## src/rtl/id_ex_stage_pkg.sv

```systemverilog
// Shared types and constants for the ID/EX pipeline register slice:
// result-select codes, the control bundle struct and the stage FSM states.
package id_ex_stage_pkg;

  localparam logic [2:0] RESULT_SRC_ALU   = 3'b000;
  localparam logic [2:0] RESULT_SRC_MEM   = 3'b001;
  localparam logic [2:0] RESULT_SRC_PC4   = 3'b010;
  localparam logic [2:0] RESULT_SRC_IMM   = 3'b011;
  localparam logic [2:0] RESULT_SRC_AUIPC = 3'b100;

  typedef struct packed {
    logic [2:0] resultSrc;
    logic       aluSrc;
    logic       regWrite;
    logic       memWrite;
  } id_ex_ctrl_t;

  typedef enum logic {
    RUN    = 1'b0,
    BUBBLE = 1'b1
  } id_ex_state_t;

  // An empty decode slot must never carry side-effecting control into EX.
  function automatic id_ex_ctrl_t qualifyCtrl(input logic valid, input id_ex_ctrl_t ctrl);
    return valid ? ctrl : '0;
  endfunction

endpackage

```

## src/rtl/id_ex_stage_if.sv

```systemverilog
// Decode-side inputs and execute-side outputs of the ID/EX stage.
// master = decode/execute environment, slave = the pipeline register itself.
interface id_ex_stage_if #(
  parameter int XLEN       = 32,
  parameter int REG_ADDR_W = 5
);
  logic                  iValid;
  logic [2:0]            iResultSrc;
  logic                  iAluSrc;
  logic                  iRegWrite;
  logic                  iMemWrite;
  logic [REG_ADDR_W-1:0] iRs1;
  logic [REG_ADDR_W-1:0] iRs2;
  logic [REG_ADDR_W-1:0] iRd;
  logic                  iUsesRs1;
  logic                  iUsesRs2;
  logic [XLEN-1:0]       iPc;
  logic [XLEN-1:0]       iImm;
  logic [XLEN-1:0]       iRd1;
  logic [XLEN-1:0]       iRd2;
  logic                  iFlush;

  logic                  oStall;
  logic                  oValid;
  logic [2:0]            oResultSrc;
  logic                  oAluSrc;
  logic                  oRegWrite;
  logic                  oMemWrite;
  logic [REG_ADDR_W-1:0] oRs1;
  logic [REG_ADDR_W-1:0] oRs2;
  logic [REG_ADDR_W-1:0] oRd;
  logic [XLEN-1:0]       oPc;
  logic [XLEN-1:0]       oImm;
  logic [XLEN-1:0]       oRd1;
  logic [XLEN-1:0]       oRd2;

  modport master (
    output iValid, iResultSrc, iAluSrc, iRegWrite, iMemWrite,
    output iRs1, iRs2, iRd, iUsesRs1, iUsesRs2,
    output iPc, iImm, iRd1, iRd2, iFlush,
    input  oStall, oValid, oResultSrc, oAluSrc, oRegWrite, oMemWrite,
    input  oRs1, oRs2, oRd, oPc, oImm, oRd1, oRd2
  );

  modport slave (
    input  iValid, iResultSrc, iAluSrc, iRegWrite, iMemWrite,
    input  iRs1, iRs2, iRd, iUsesRs1, iUsesRs2,
    input  iPc, iImm, iRd1, iRd2, iFlush,
    output oStall, oValid, oResultSrc, oAluSrc, oRegWrite, oMemWrite,
    output oRs1, oRs2, oRd, oPc, oImm, oRd1, oRd2
  );

endinterface

```

## src/rtl/id_ex_stage_load_use_detect.sv

```systemverilog
// Combinational load-use hazard flag: a valid load in EX writing a non-zero
// register that the valid decode instruction actually reads.
module load_use_detect
  import id_ex_stage_pkg::*;
#(
  parameter int REG_ADDR_W = 5
) (
  input  logic                  exValid,
  input  logic [2:0]            exResultSrc,
  input  logic [REG_ADDR_W-1:0] exRd,
  input  logic                  idValid,
  input  logic [REG_ADDR_W-1:0] idRs1,
  input  logic [REG_ADDR_W-1:0] idRs2,
  input  logic                  idUsesRs1,
  input  logic                  idUsesRs2,
  output logic                  hazard
);

  logic exIsLoad;
  logic rs1Match;
  logic rs2Match;

  assign exIsLoad = exValid && (exResultSrc == RESULT_SRC_MEM) && (exRd != '0);
  assign rs1Match = idUsesRs1 && (idRs1 == exRd);
  assign rs2Match = idUsesRs2 && (idRs2 == exRd);
  assign hazard   = exIsLoad && idValid && (rs1Match || rs2Match);

endmodule

```

## src/rtl/id_ex_stage.sv

```systemverilog
// ID/EX pipeline register with load-use stall/bubble insertion and EX flush.
// Optional performance counters are enabled with `define ID_EX_PERF_CNT_EN.
module id_ex_stage
  import id_ex_stage_pkg::*;
#(
  parameter int XLEN       = 32,
  parameter int REG_ADDR_W = 5
) (
  input  logic        iClk,
  input  logic        iRst,
  id_ex_stage_if.slave idEx
`ifdef ID_EX_PERF_CNT_EN
  ,
  output logic [31:0] oStallCount,
  output logic [31:0] oFlushCount
`endif
);

  id_ex_state_t          stateReg, stateNext;
  logic                  stall;
  logic                  loadBubble;
  logic                  hazard;

  logic                  validReg, validNext;
  id_ex_ctrl_t           ctrlReg, ctrlNext;
  logic [REG_ADDR_W-1:0] rs1Reg, rs1Next;
  logic [REG_ADDR_W-1:0] rs2Reg, rs2Next;
  logic [REG_ADDR_W-1:0] rdReg, rdNext;
  logic [XLEN-1:0]       pcReg, pcNext;
  logic [XLEN-1:0]       immReg, immNext;
  logic [XLEN-1:0]       rd1Reg, rd1Next;
  logic [XLEN-1:0]       rd2Reg, rd2Next;

  id_ex_ctrl_t           ctrlIn;

  assign ctrlIn = '{resultSrc: idEx.iResultSrc,
                    aluSrc:    idEx.iAluSrc,
                    regWrite:  idEx.iRegWrite,
                    memWrite:  idEx.iMemWrite};

  load_use_detect #(
    .REG_ADDR_W(REG_ADDR_W)
  ) uLoadUse (
    .exValid    (validReg),
    .exResultSrc(ctrlReg.resultSrc),
    .exRd       (rdReg),
    .idValid    (idEx.iValid),
    .idRs1      (idEx.iRs1),
    .idRs2      (idEx.iRs2),
    .idUsesRs1  (idEx.iUsesRs1),
    .idUsesRs2  (idEx.iUsesRs2),
    .hazard     (hazard)
  );

  // Next-state and stall decision. Flush always wins over a hazard.
  always_comb begin
    stateNext  = stateReg;
    stall      = 1'b0;
    loadBubble = 1'b0;
    unique case (stateReg)
      RUN: begin
        if (idEx.iFlush) begin
          loadBubble = 1'b1;
        end else if (hazard) begin
          stall      = 1'b1;
          loadBubble = 1'b1;
          stateNext  = BUBBLE;
        end
      end
      BUBBLE: begin
        stateNext = RUN;
        if (idEx.iFlush) begin
          loadBubble = 1'b1;
        end
      end
      default: begin
        stateNext = RUN;
      end
    endcase
    if (iRst) begin
      stall = 1'b0;
    end
  end

  always_comb begin
    validNext = idEx.iValid;
    ctrlNext  = qualifyCtrl(idEx.iValid, ctrlIn);
    rs1Next   = idEx.iRs1;
    rs2Next   = idEx.iRs2;
    rdNext    = idEx.iRd;
    pcNext    = idEx.iPc;
    immNext   = idEx.iImm;
    rd1Next   = idEx.iRd1;
    rd2Next   = idEx.iRd2;
    if (loadBubble) begin
      validNext = 1'b0;
      ctrlNext  = '0;
      rs1Next   = '0;
      rs2Next   = '0;
      rdNext    = '0;
      pcNext    = '0;
      immNext   = '0;
      rd1Next   = '0;
      rd2Next   = '0;
    end
  end

  always_ff @(posedge iClk) begin
    if (iRst) begin
      stateReg <= RUN;
      validReg <= 1'b0;
      ctrlReg  <= '0;
      rs1Reg   <= '0;
      rs2Reg   <= '0;
      rdReg    <= '0;
      pcReg    <= '0;
      immReg   <= '0;
      rd1Reg   <= '0;
      rd2Reg   <= '0;
    end else begin
      stateReg <= stateNext;
      validReg <= validNext;
      ctrlReg  <= ctrlNext;
      rs1Reg   <= rs1Next;
      rs2Reg   <= rs2Next;
      rdReg    <= rdNext;
      pcReg    <= pcNext;
      immReg   <= immNext;
      rd1Reg   <= rd1Next;
      rd2Reg   <= rd2Next;
    end
  end

  assign idEx.oStall     = stall;
  assign idEx.oValid     = validReg;
  assign idEx.oResultSrc = ctrlReg.resultSrc;
  assign idEx.oAluSrc    = ctrlReg.aluSrc;
  assign idEx.oRegWrite  = ctrlReg.regWrite;
  assign idEx.oMemWrite  = ctrlReg.memWrite;
  assign idEx.oRs1       = rs1Reg;
  assign idEx.oRs2       = rs2Reg;
  assign idEx.oRd        = rdReg;
  assign idEx.oPc        = pcReg;
  assign idEx.oImm       = immReg;
  assign idEx.oRd1       = rd1Reg;
  assign idEx.oRd2       = rd2Reg;

`ifdef ID_EX_PERF_CNT_EN
  // Index 0 counts stall cycles, index 1 counts flush cycles; both saturate.
  logic [1:0]       cntEvent;
  logic [1:0][31:0] cntValue;

  assign cntEvent = {idEx.iFlush, stall};

  generate
    for (genvar gi = 0; gi < 2; gi++) begin : gPerfCnt
      logic [31:0] cntReg;
      always_ff @(posedge iClk) begin
        if (iRst) begin
          cntReg <= '0;
        end else if (cntEvent[gi] && (cntReg != '1)) begin
          cntReg <= cntReg + 32'd1;
        end
      end
      assign cntValue[gi] = cntReg;
    end
  endgenerate

  assign oStallCount = cntValue[0];
  assign oFlushCount = cntValue[1];
`endif

endmodule

```

## src/flat_wrapper.sv

```systemverilog
// flat-port wrapper written by rule: the top's interface ports become plain ports
module id_ex_stage_flat import id_ex_stage_pkg::*;
#(
  parameter int XLEN       = 32,
  parameter int REG_ADDR_W = 5
)
  (iClk, iRst, idEx_iValid, idEx_iResultSrc, idEx_iAluSrc, idEx_iRegWrite, idEx_iMemWrite, idEx_iRs1, idEx_iRs2, idEx_iRd, idEx_iUsesRs1, idEx_iUsesRs2, idEx_iPc, idEx_iImm, idEx_iRd1, idEx_iRd2, idEx_iFlush, idEx_oStall, idEx_oValid, idEx_oResultSrc, idEx_oAluSrc, idEx_oRegWrite, idEx_oMemWrite, idEx_oRs1, idEx_oRs2, idEx_oRd, idEx_oPc, idEx_oImm, idEx_oRd1, idEx_oRd2);
  id_ex_stage_if #(.XLEN(XLEN), .REG_ADDR_W(REG_ADDR_W)) idEx_i ();
  input  logic iClk;
  input  logic iRst;
  input wire logic [$bits(idEx_i.iValid)-1:0] idEx_iValid;
  input wire logic [$bits(idEx_i.iResultSrc)-1:0] idEx_iResultSrc;
  input wire logic [$bits(idEx_i.iAluSrc)-1:0] idEx_iAluSrc;
  input wire logic [$bits(idEx_i.iRegWrite)-1:0] idEx_iRegWrite;
  input wire logic [$bits(idEx_i.iMemWrite)-1:0] idEx_iMemWrite;
  input wire logic [$bits(idEx_i.iRs1)-1:0] idEx_iRs1;
  input wire logic [$bits(idEx_i.iRs2)-1:0] idEx_iRs2;
  input wire logic [$bits(idEx_i.iRd)-1:0] idEx_iRd;
  input wire logic [$bits(idEx_i.iUsesRs1)-1:0] idEx_iUsesRs1;
  input wire logic [$bits(idEx_i.iUsesRs2)-1:0] idEx_iUsesRs2;
  input wire logic [$bits(idEx_i.iPc)-1:0] idEx_iPc;
  input wire logic [$bits(idEx_i.iImm)-1:0] idEx_iImm;
  input wire logic [$bits(idEx_i.iRd1)-1:0] idEx_iRd1;
  input wire logic [$bits(idEx_i.iRd2)-1:0] idEx_iRd2;
  input wire logic [$bits(idEx_i.iFlush)-1:0] idEx_iFlush;
  output wire logic [$bits(idEx_i.oStall)-1:0] idEx_oStall;
  output wire logic [$bits(idEx_i.oValid)-1:0] idEx_oValid;
  output wire logic [$bits(idEx_i.oResultSrc)-1:0] idEx_oResultSrc;
  output wire logic [$bits(idEx_i.oAluSrc)-1:0] idEx_oAluSrc;
  output wire logic [$bits(idEx_i.oRegWrite)-1:0] idEx_oRegWrite;
  output wire logic [$bits(idEx_i.oMemWrite)-1:0] idEx_oMemWrite;
  output wire logic [$bits(idEx_i.oRs1)-1:0] idEx_oRs1;
  output wire logic [$bits(idEx_i.oRs2)-1:0] idEx_oRs2;
  output wire logic [$bits(idEx_i.oRd)-1:0] idEx_oRd;
  output wire logic [$bits(idEx_i.oPc)-1:0] idEx_oPc;
  output wire logic [$bits(idEx_i.oImm)-1:0] idEx_oImm;
  output wire logic [$bits(idEx_i.oRd1)-1:0] idEx_oRd1;
  output wire logic [$bits(idEx_i.oRd2)-1:0] idEx_oRd2;
  assign idEx_i.iValid = idEx_iValid;
  assign idEx_i.iResultSrc = idEx_iResultSrc;
  assign idEx_i.iAluSrc = idEx_iAluSrc;
  assign idEx_i.iRegWrite = idEx_iRegWrite;
  assign idEx_i.iMemWrite = idEx_iMemWrite;
  assign idEx_i.iRs1 = idEx_iRs1;
  assign idEx_i.iRs2 = idEx_iRs2;
  assign idEx_i.iRd = idEx_iRd;
  assign idEx_i.iUsesRs1 = idEx_iUsesRs1;
  assign idEx_i.iUsesRs2 = idEx_iUsesRs2;
  assign idEx_i.iPc = idEx_iPc;
  assign idEx_i.iImm = idEx_iImm;
  assign idEx_i.iRd1 = idEx_iRd1;
  assign idEx_i.iRd2 = idEx_iRd2;
  assign idEx_i.iFlush = idEx_iFlush;
  assign idEx_oStall = idEx_i.oStall;
  assign idEx_oValid = idEx_i.oValid;
  assign idEx_oResultSrc = idEx_i.oResultSrc;
  assign idEx_oAluSrc = idEx_i.oAluSrc;
  assign idEx_oRegWrite = idEx_i.oRegWrite;
  assign idEx_oMemWrite = idEx_i.oMemWrite;
  assign idEx_oRs1 = idEx_i.oRs1;
  assign idEx_oRs2 = idEx_i.oRs2;
  assign idEx_oRd = idEx_i.oRd;
  assign idEx_oPc = idEx_i.oPc;
  assign idEx_oImm = idEx_i.oImm;
  assign idEx_oRd1 = idEx_i.oRd1;
  assign idEx_oRd2 = idEx_i.oRd2;
  id_ex_stage #(.XLEN(XLEN), .REG_ADDR_W(REG_ADDR_W)) u_core (.iClk(iClk), .iRst(iRst), .idEx(idEx_i));
endmodule
```

## config.mk

```make
export PLATFORM = sky130hd
export DESIGN_NAME = id_ex_stage_flat
export DESIGN_NICKNAME = d
export VERILOG_FILES = /design/src/rtl/id_ex_stage_pkg.sv /design/src/rtl/id_ex_stage_if.sv /design/src/rtl/id_ex_stage_load_use_detect.sv /design/src/rtl/id_ex_stage.sv /design/src/flat_wrapper.sv
export SDC_FILE = /design/constraint.sdc
export NUM_CORES = 1
export LEC_CHECK = 0
export ABC_CLOCK_PERIOD_IN_PS = 5600
export CORE_AREA = 2 2 119 121
export CTS_BUF_LIST = sky130_fd_sc_hd__clkbuf_4
export CTS_CLUSTER_SIZE = 12
export DETAILED_ROUTE_END_ITERATION = 8
export DIE_AREA = 0 0 121 123
export GPL_TIMING_DRIVEN = 0
export PLACE_DENSITY = 0.79
export RECOVER_POWER = 25
export SKIP_CTS_REPAIR_TIMING = 1
export SYNTH_ARGS = -nofsm -noshare
export SYNTH_HDL_FRONTEND = slang
export SYNTH_SLANG_ARGS = --single-unit
```

## constraint.sdc

```tcl
create_clock -name iClk -period 5.6 [get_ports iClk]
set_input_delay 1.12 -clock iClk [delete_from_list [all_inputs] [get_ports iClk]]
set_output_delay 1.12 -clock iClk [all_outputs]
set_load 0.01 [all_outputs]
```

==> results.md, run 1 <==
- Netlist Area Pre-Place: around 4700 um2
- Port Buffers: 304
- Final setup skew: between 0.015 and 0.02 ns
- Remaining Overflow, GRT: 0
- Reg clk slew, reported paths: between 0.1 and 0.15 ns
- CP Cell Sequence: clkdlybuf4s50_1 > xnor2_1 > nand4_1 > o22ai_1 > clkbuf_1 > and3_1 > clkdlybuf4s50_1
- Via count: 4,773
- Maximum fanout along the worst path: 10
- TNS Setup: 0 ns
- Max cap viols: 0
- Synthesized net count: 678
- Die Wd: 121 um
- Synthesis-to-layout area growth: 74.6%
- Peak supply drop: 0.187 mV
- Cell row count: 43
- RSZ-0062 raised after global routing: false
- Initial Util: 0.348
- Critical Path Most Common Cell: clkdlybuf4s50_1
- Post-route DRC: 0
- Final period util: 0.892
- Ys Warns: 0
- DR WL/cell: 15.3 um
- Gpl congestion: 0.782
- Core area: 13,600 um2
- H-tree lvl count: 4
- Overall global routing resource usage: 0.211
- Worst Hold Class: reg2reg
- Register bit count reported by yosys: 151
- Skew-Pair Late Insertion Delay: 0.55 ns
- Num CTS Buffers: 17
- CTS tree: built
- Final net count: around 1,000
- Worst EP required: roughly 4.5 ns
- Max incr delay on CP: between 0.6 and 0.7 ns
- Inserted Diodes: 0
- Final setup violating endpoints: 0
- Measured slew at the worst slew-check pin: 0.841 ns
- Slew HR: 0.439
- Post-synthesis sequential area ratio: 0.638
- Leakage: 3.29 nW
- DP HPWL: 12.1 mm
- Library cells used by synthesis: 15
- Die Area: 14,900 um2
- Kind of critical path: in2out
- Startpoint types: input port
- Status: finished, final reports clean
- Commonest cells after routing, fill and taps aside: 290 x clkdlybuf4s50_1, 151 x dfxtp_1, 150 x a21oi_1
- Initial antenna violation count: 0
- Wire length of the first global-routing pass: 24.0 mm
- Fmax: approximately 0.20 GHz
- I/O pins: around 310
- Drt via density: 4.59
- Commonest non-fill, non-tap cell in the layout: clkdlybuf4s50_1
- Crit path buf inv count: 3
- Largest net degree at the start of global routing: 17
- Drt total wl: around 16 mm
- Vias in the first global route: 4,752
- Clock Path Buffers: 2
- Fin crit period: 5.00 ns
- Synth Area per Inst: about 9 um2
- Setup WS post-layout: 0.603 ns
- Share of cells above drive strength 1: 0.0570
- Mapped Cells: 523
- Worst path slowest cell: o22ai_1
- TritonRoute pass-1 iters: 4
- Data arrival, critical path: 3.88 ns
- Place WS: around 0.8 ns
- Die Height: 123 um
- Clock Tree Root: clkbuf_4
- Kind of cell adding the most delay to the critical path: buffers and inverters
- Crit end category: output port
- Final slew viol count: 0
- CTS sink cnt: 151
- Fin. Hold Viols: 0
- Antenna Nets Post-Route: 0
- DRT iter0 DRCs: 251
- Pwr dens: 252 nW/um2
where the power goes:
| part | switching [mW] | total, mW | internal, mW |
|---|---|---|---|
| registers | 0.0130 | 1.13 | 1.12 |
| clock network | 0.384 | 0.655 | 0.271 |
| logic | 0.112 | 0.298 | 0.187 |
| total | 0.508 | 2.08 | 1.57 |
stage by stage:
stage	util	total power, mW	cells	hold WS (ns)	cell area [um2]
after floorplan	-	1.24	523	0.748	4740
after global placement	0.588	1.45	1007	0.824	8010
after detailed placement	0.588	1.46	1007	0.832	8010
after CTS	0.608	2.11	1039	0.814	8280
after global routing	0.608	2.18	1039	0.818	8280
final	0.608	2.08	1039	0.830	8280
registers in the layout, indices dropped and copies added (netlist names):
| name | cells |
|---|---|
| u_core.idEx.oAluSrc | 1 |
| u_core.idEx.oImm | 32 |
| u_core.idEx.oMemWrite | 1 |
| u_core.idEx.oPc | 32 |
| u_core.idEx.oRd | 5 |
| u_core.idEx.oRd1 | 32 |
| u_core.idEx.oRd2 | 32 |
| u_core.idEx.oRegWrite | 1 |
| u_core.idEx.oResultSrc | 3 |
| u_core.idEx.oRs1 | 5 |
| u_core.idEx.oRs2 | 5 |
| u_core.idEx.oValid | 1 |
| u_core.stateReg | 1 |
synth_stat cells:
cell type	number	share of area
dfxtp_1	151	0.64
a21oi_1	150	0.16
nand2_1	147	0.12
clkbuf_1	32	0.025
xnor2_1	10	0.018
buf_2	9	0.0095
buf_4	8	0.013
nand3_1	6	0.0063
and3_1	2	0.0026
nand4_1	2	0.0026
nor2_1	2	0.0016
nor3_2	1	0.0021
o22ai_2	1	0.0026
or4_1	1	0.0016
or4b_1	1	0.0021
metal layers:
layer / up-vias / global-route usage / part of all wire
met2: 219 / 0.367 / 0.50
met3: 26 / 0.104 / 0.11
met1: 2161 / 0.216 / 0.36
met4: 0 / 0.0894 / 0.020
li1: 2367 / - / -
met5: - / 0 / 0
worst reg2reg max path: cells and delay by family, from the launching register on:
family | cells | cell delay (ns)
xor gates and xnor gates | 1 | 0.16
and+or+nand+nor | 1 | 0.11
AOI/OAI and AO/OA | 2 | 0.81
DFF | 1 | 0.47
buffers and inverters | 2 | 0.96
logic make-up after synthesis:
kind of cell / after synthesis / share of synthesized area
flops: 151 / 0.638
compound gates: 151 / 0.161
buf+inv: 49 / 0.0475
simple gates: 162 / 0.135
xor+xnor: 10 / 0.0185
layout make-up:
class	instances	area, um2
Sequential cell	151	3020
Multi-Input combinational cell	323	1490
Clock inverter	13	130
Tap cell	180	225
Timing Repair Buffer	304	3040
Buffer	49	225
Fill cell	1169	5340
Clock buffer	19	143
path summary, 6_finish.rpt:
kind,slack (ns),start,end,depth (start not counted)
worst min-delay path,0.83,u_core.idEx.oValid,u_core.idEx.oRd2[12],4
worst max-delay path,0.60,idEx_iRs1[4],idEx_oStall,7
worst max register to register,2.99,u_core.idEx.oRd[3],u_core.idEx.oPc[15],6
worst min register to register,0.83,u_core.idEx.oValid,u_core.idEx.oRd2[12],4
No activity file was read; power rests on OpenSTA's default activity.
==> run 2: changes to the inputs <==
--- a/config.mk
+++ b/config.mk
@@ -11,6 +11,7 @@
 export CTS_CLUSTER_SIZE = 12
 export DETAILED_ROUTE_END_ITERATION = 8
 export DIE_AREA = 0 0 121 123
+export GPL_ROUTABILITY_DRIVEN = 1
 export GPL_TIMING_DRIVEN = 0
 export PLACE_DENSITY = 0.79
 export RECOVER_POWER = 25
==> results of run 2 <==
Final layout, timing and power as in run 1 (identical DEF).
==> run 3: changes to the inputs <==
--- a/config.mk
+++ b/config.mk
@@ -16,6 +16,7 @@
 export PLACE_DENSITY = 0.79
 export RECOVER_POWER = 25
 export SKIP_CTS_REPAIR_TIMING = 1
+export SLEW_MARGIN = 10
 export SYNTH_ARGS = -nofsm -noshare
 export SYNTH_HDL_FRONTEND = slang
 export SYNTH_SLANG_ARGS = --single-unit
==> results of run 3 <==
Final layout, timing and power as in run 1 (identical DEF).
